## config.mk

```make
export PLATFORM = sky130hd
export DESIGN_NAME = systolic_operand_sequencer
export DESIGN_NICKNAME = d
export VERILOG_FILES = /design/src/rtl/systolic_operand_sequencer.sv
export SDC_FILE = /design/constraint.sdc
export NUM_CORES = 1
export LEC_CHECK = 0
export ABC_CLOCK_PERIOD_IN_PS = 4300
export CAP_MARGIN = 15
export CORE_AREA = 2 2 117 119
export DETAILED_ROUTE_END_ITERATION = 10
export DIE_AREA = 0 0 119 121
export MAX_ROUTING_LAYER = met4
export PLACE_DENSITY = 0.67
export SYNTH_ARGS = -nofsm -noshare
export SYNTH_HDL_FRONTEND = slang
export SYNTH_SLANG_ARGS = --single-unit
```

## constraint.sdc

```tcl
create_clock -name clk -period 4.3 [get_ports clk]
set_input_delay 0.86 -clock clk [delete_from_list [all_inputs] [get_ports clk]]
set_output_delay 0.86 -clock clk [all_outputs]
set_load 0.03 [all_outputs]
```

## src/rtl/systolic_operand_sequencer.sv

```systemverilog
// systolic_operand_sequencer: fetches k_len A/B operand vectors, presents them to the skew controller, then flushes the array with zero vectors
module systolic_operand_sequencer #(
    parameter int DATA_WIDTH = 8,
    parameter int ROWS       = 8,
    parameter int COLS       = 8,
    parameter int ADDR_WIDTH = 8
) (
    input  logic                       clk,
    input  logic                       rst,
    input  logic                       start,
    input  logic [ADDR_WIDTH:0]        k_len,
    input  logic [ADDR_WIDTH-1:0]      a_base,
    input  logic [ADDR_WIDTH-1:0]      b_base,
    output logic                       a_rd_en,
    output logic [ADDR_WIDTH-1:0]      a_rd_addr,
    input  logic [DATA_WIDTH*ROWS-1:0] a_rd_data,
    output logic                       b_rd_en,
    output logic [ADDR_WIDTH-1:0]      b_rd_addr,
    input  logic [DATA_WIDTH*COLS-1:0] b_rd_data,
    output logic [DATA_WIDTH*ROWS-1:0] a_vec,
    output logic [DATA_WIDTH*COLS-1:0] b_vec,
    output logic                       vec_en,
    output logic                       busy,
    output logic                       done
);
    localparam int FLUSH_CYCLES = ROWS + COLS;
    localparam int FW = $clog2(FLUSH_CYCLES + 2);
    typedef enum logic [1:0] {IDLE, READ, FLUSH, DONE} state_t;
    state_t              state;
    logic [ADDR_WIDTH:0] rd_cnt;
    logic [FW-1:0]       fl_cnt;
    assign b_rd_en = a_rd_en;
    assign a_vec = vec_en ? a_rd_data : '0;
    assign b_vec = vec_en ? b_rd_data : '0;
    // job FSM: read strobes/addresses, operand-valid delay, flush countdown and status
    always_ff @(posedge clk) begin
        if (rst) begin
            state     <= IDLE;
            a_rd_en   <= 1'b0;
            a_rd_addr <= '0;
            b_rd_addr <= '0;
            rd_cnt    <= '0;
            fl_cnt    <= '0;
            vec_en    <= 1'b0;
            busy      <= 1'b0;
            done      <= 1'b0;
        end else begin
            vec_en <= a_rd_en;
            case (state)
                IDLE: if (start) begin
                    busy <= 1'b1;
                    if (k_len == '0) begin
                        state <= DONE;
                        done  <= 1'b1;
                    end else begin
                        state     <= READ;
                        a_rd_en   <= 1'b1;
                        a_rd_addr <= a_base;
                        b_rd_addr <= b_base;
                        rd_cnt    <= k_len - 1'b1;
                    end
                end
                READ: if (rd_cnt == '0) begin
                    state   <= FLUSH;
                    a_rd_en <= 1'b0;
                    fl_cnt  <= FW'(FLUSH_CYCLES);
                end else begin
                    rd_cnt    <= rd_cnt - 1'b1;
                    a_rd_addr <= a_rd_addr + 1'b1;
                    b_rd_addr <= b_rd_addr + 1'b1;
                end
                FLUSH: if (fl_cnt == '0) begin
                    state <= DONE;
                    done  <= 1'b1;
                end else begin
                    fl_cnt <= fl_cnt - 1'b1;
                end
                DONE: begin
                    state <= IDLE;
                    done  <= 1'b0;
                    busy  <= 1'b0;
                end
                default: state <= IDLE;
            endcase
        end
    end
endmodule

```

# Word level (Yosys, flattened, before mapping)
# Index checks and enable logic that the tools add are counted.
# op_classes
n_addsub	5
n_eq_ne	10
shift	0
mul	0
mux	32
reduce_logical	14
order_cmp	0
div_mod_pow	0
n_bitwise	0
# op_table
operator	n
two-way mux 64 bit	2
two-way mux 8 bit	6
one-hot mux 8 bit (2 select lines)	2
two-way mux 9 bit	3
zero test 9 bit	2
one-hot mux 9 bit (2 select lines)	1
subtractor 9 x 1 -> 9 bit, second input constant	2
adder 8 x 1 -> 8 bit, second input constant	2
inequality test 2 bit, second input constant	7
AND reduction 4 bit	3
two-way mux 5 bit	2
one-hot mux 5 bit (2 select lines)	1
two-way mux 2 bit	4
one-hot mux 2 bit (4 select lines)	1
two-way mux 1 bit	7
AND reduction 3 bit	2
nonzero test 2 bit	3
zero test 5 bit	1
subtractor 5 x 1 -> 5 bit, second input constant	1
equality test 2 bit, second input constant	2
one-hot mux 1 bit (2 select lines)	2
one-hot mux 1 bit (3 select lines)	1
nonzero test 3 bit	1
equality test 2 x 1 -> 1 bit, second input constant	1
2 further kinds	2
# word_totals
inputBits	156
ram_bits	0
elab_cells	70
latch_bits	0
rom_bits	0
regBits	36
memories	0

# Depth between registers and ports, before layout
# depth
depth_word	4
depth_mapped	12
ltp_nobuf	9

# Worst setup path after synthesis
# OpenSTA, ideal clock, no wires.
# synth_path
kind	reg-to-reg
from	reg state[1]
to	reg rd_cnt[6]
required_ps	4178
arrival_time_ps	2640
slack_ps	1539
path_buffers	3
setup_time_ps	122
stages_incl_launch_ff	13
path_cell_list	dfxtp_1 > inv_1 > ha_1 > clkbuf_1 > clkbuf_1 > clkbuf_1 > mux2i_1 > ha_1 > inv_1 > a2111oi_0 > xor2_1 > a21oi_1 > a21oi_1
# synth_via
elab_chain_len	3
# synth_lines
item	line	rtl
start, declared	29	state_t state;
start signal, assigned	38	state <= IDLE;
start signal, assigned	53	state <= DONE;
start signal, assigned	56	state <= READ;
equality test 2 x 1 -> 1 bit or zero test 2 bit (tied branches)	49	case (state)
inequality test 2 bit (no line) or nonzero test 2 bit (tied branches)	--	
AND reduction 4 bit (no line)	--	
end signal, assigned	60	rd_cnt <= k_len - 1'b1;
end signal, assigned	68	rd_cnt <= rd_cnt - 1'b1;
end, declared	30	logic [ADDR_WIDTH:0] rd_cnt;
# Parallel ways exist; a longest one is shown, timed or not.
# A chain may end at the register's enable or synchronous reset.

# Final worst setup path
# layout_path
from	reg vec_en
to	out a_vec[47]
# layout_via
elab_chain_len	1
# layout_lines
item	line	rtl
start, declared	22	output logic vec_en,
start signal, assigned	48	vec_en <= a_rd_en;
two-way mux 64 bit	33	assign a_vec = vec_en ? a_rd_data : '0;
end, declared	20	output logic [DATA_WIDTH*ROWS-1:0] a_vec,
# No other way between the ends.

==> flow_results.org <==
** Setup path
- Worst R2R End :: fl_cnt[1]
- The largest individual stage delay along the critical path comes from the cell dfxtp_2.
- Measured in cells, the most critical reg-to-reg path has a length of 8.
- Startpoint types :: register
- Critical path type :: reg -> out
- Critical Path End Type :: primary output
- Of all nets on the critical path, the largest fanout is 77.
- R2r startpoint :: state[1]
- Arr. time, crit path :: between 2 and 2.5 ns
- Series of cell instances along the critical path :: buf_12 -> and2_1 -> clkdlybuf4s50_1
- Capture point of the worst path :: a_vec[47]
- Critical Path Source :: vec_en
- Largest delay contributor family on the critical path :: buffers and inverters
- Data required time of the critical path :: 3.44 ns
- Largest incremental delay on the critical path :: 0.81 ns
- Number of gates on the worst path with buffers counted :: 3
- Setup slack on the worst reg-to-reg path comes out at 1.38 ns.
- Total buffers and inverters traversed by the critical path :: 2

** Yosys
- Total of flip-flops plus latches after synthesis :: 36
- Main flop type after synthesis :: dfxtp_1
- Counting every net in the synthesized netlist gives 597.
- Yosys mapped a number of flops with a built-in enable equal to 0.
- In the synthesized netlist, the cells that appear most often are and2_1 (128), dfxtp_1 (36), nor2_1 (26).
- During synthesis, Yosys emitted a total of 0 warnings.
- After synthesis, the cell types taking the most area are and2_1 (25%), dfxtp_1 (23%), a21oi_1 (4.0%).
- The cell area that synthesis handed to floorplanning was 0.00315 mm².
- Biggest area consumer among synthesized cells :: and2_1
- The share of synthesized area in the top cell type comes to 0.254.
- Post-synthesis async set-or-reset flop share :: 0
- Among all cell types in the netlist, the one instantiated most often is and2_1.
- Of the synthesized area, sequential elements account for 0.228.
- Synth cell types :: 51
- The cell count after synthesis came out at 432.
- Mapped Avg Cell Area :: 7.30 µm²

** Drt
- Post-detailed-route wirelength per cell :: around 17 µm
- In this run, the number of DRC markers left after iteration 0 of detailed routing was 328.
- After detailed routing, the total wire length is 14800 µm.
- Total number of vias :: around 4.1k
- After detailed routing, the number of remaining DRC violations is 0.
- Vias per inst :: 4.63
- Before antenna repair, the detailed router went through 4 iterations.
- Remaining antenna violation count :: 0

** CTS
- For this design, the CTS-stage hold fixing added 0 buffers.
- Clock tree synthesis inserted a total of 5 buffers.
- Buffers added to address setup during post-CTS repair amount to 0.
- TritonCTS built the clock tree.
- CTS root buf :: clkbuf_16
- Number of levels the H-tree was split into :: 2
- Count of instances resized after the clock tree is built :: 0
- Counting along the longest clock path gives a buffer depth of 2.
- Worst-Skew Late Latency :: 0.28 ns
- Counting every sink on the clock net gives 36.
- Worst-path clk slew :: 0.06 ns

** Placed design
- Cell Area, Placed :: 0.00631 mm²
- The count of buffers added on input and output ports is 304.
- Routability-driven placement finished with a final weighted congestion of 0.913.
- OpenSTA, run right after detailed placement, puts the worst setup slack at approximately 0.99 ns.
- Total half-perimeter wirelength after legalization and detailed placement :: 12000 µm

** Final layout
- The finished cells cover 0.00645 mm².
- The net count of the finished layout is ~900.
- In the final layout, the share of cells above drive strength 1 is 0.0349.
- Synthesis-to-finish area growth :: 105%
- Fill cells in the final layout number 1213.

** Timing
- Setup repair after global routing left no endpoint under its margin.
- Setup slack on the critical path of the routed design comes to 1.12 ns.
- Summed over all failing endpoints, the final setup total negative slack is 0 ns.
- Setup violations remaining at the end of the flow were counted as 0.
- Achievable Freq :: roughly 0.31 GHz
- The number of hold violations in the final report was 0.
- The clock period could shrink to ~3.2 ns.
- Relative slew margins :: 0.326
- Clock skew on the completed layout was measured at 0.0102 ns.
- Dividing the final minimum period by the clock period gives 0.741.
- At the pin with the least slew margin, the transition time is 0.998 ns.
- Count of final max-slew check failures :: 0

** Die
- For this configuration, the core starts out at a cell density of 0.241.
- Height of the chip :: approximately 120 µm
- Die width :: 119 µm
- The floorplan step defined a core boundary enclosing around 0.013 mm².
- Count of pins on the block boundary :: roughly 300
- Die area :: 0.0144 mm²
- The floorplan has 42 rows.

** Global routing
- Grt total ovfl :: 0
- In the global route stage, overall resource usage came out at 0.199.
- Vias in the first global route :: between 4k and 5k
- Maximum number of pins on one net before global-route repair :: 78
- The first global-routing pass estimated 22300 µm of wire.
- The initial antenna violation count is 1.

** Hold path
- Tightest Hold Check Type :: reg -> reg
- Worst Min Path Start :: rd_cnt[8]

** Pwr
- Static leakage :: 2.41 nW
- Summing internal, switching and leakage power gives approximately 2.8 mW.
- For this design the ratio of total power to cell area is 437 mW/mm².
- Worst IR drop on VDD :: between 0.0003 and 0.0004 V

** Flow run
- Across the run, the number of max-cap violations was 0.

** Status
- The run finished with clean final reports.
## placed cells by master (no fill, tap or decap), types with 9 or more instances in the layout
cell type,instances
and2_1,128
dfxtp_1,35
a21oi_1,25
o21ai_0,17
clkdlybuf4s50_1,304
a211oi_1,13
nor2_1,26
ha_1,9
nand3_1,12
inv_1,10
nor3_1,12
nand2_1,25
## layout make-up
cell class	instances	area (µm²)	share of cell area
clock inverter	3	18.8	0.00291
antenna	1	2.50	0.000388
multi-input combinational	354	2240	0.347
inverter	10	37.5	0.00582
sequential	36	722	0.112
timing repair buffer	308	3090	0.478
tap	176	220	0.0341
clock buffer	5	125	0.0194
## cell families (layout without fill, tap and decap cells)
| kind of cell | after synthesis | count (layout) | synth area share |
|---|---|---|---|
| xor+xnor | 6 | 6 | 0.0167 |
| simple gates | 240 | 240 | 0.436 |
| flops | 36 | 36 | 0.228 |
| buf+inv | 42 | 326 | 0.0607 |
| fa+ha+maj | 9 | 9 | 0.0357 |
| mux | 10 | 10 | 0.0329 |
| other cells | 0 | 1 | 0 |
| compound gates | 89 | 89 | 0.189 |
## power by group
group | internal [mW] | total, mW | switching, mW
logic | 0.795 | 1.82 | 1.02
registers | 0.464 | 0.643 | 0.179
clock network | 0.214 | 0.360 | 0.146
total | 1.47 | 2.82 | 1.35
## how the worst min path moves through the flow
stage / end / slack, ns / cells past startpoint
6_report: rd_cnt[8] / 0.50 / 2
5_1_grt: rd_cnt[8] / 0.53 / 2
4_1_cts: rd_cnt[8] / 0.50 / 2
3_5_place_dp: rd_cnt[8] / 0.49 / 2
3_3_place_gp: busy / 0.47 / 2
2_1_floorplan: rd_cnt[8] / 0.47 / 2
## worst reg2reg max path: cells and delay by family, from the launching register on
kind                     cells  cell delay (ns)
multiplexers                 1             0.21
AO/OA/AOI/OAI                2             0.60
flip-flops                   1             0.32
adder cells (fa/ha/maj)      1             0.64
AND/OR/NAND/NOR              1             0.05
buffers and inverters        3             0.95
## metal layers
metal / up-vias / part of all wire / global-route usage
li1: 2054 / - / -
met1: 1906 / 0.41 / 0.238
met2: 170 / 0.51 / 0.352
met3: 8 / 0.069 / 0.0404
met4: 0 / 0.0084 / 0.0342
met5: - / 0 / -
## flip-flops by register name, indices dropped and copies added (netlist names), 2 cells and up
signal	cells
a_rd_addr	8
rd_cnt	9
state	2
fl_cnt	5
b_rd_addr	8
## per-stage QoR
stage                     instances  hold WS, ns  utilization
final                           893        0.503        0.493
after global routing            893        0.526        0.493
after CTS                       892        0.500        0.493
after detailed placement        884        0.494        0.482
after global placement          884        0.475        0.482
after floorplan                 432        0.467            -
Note: power is estimated with default switching activity, not from simulation.
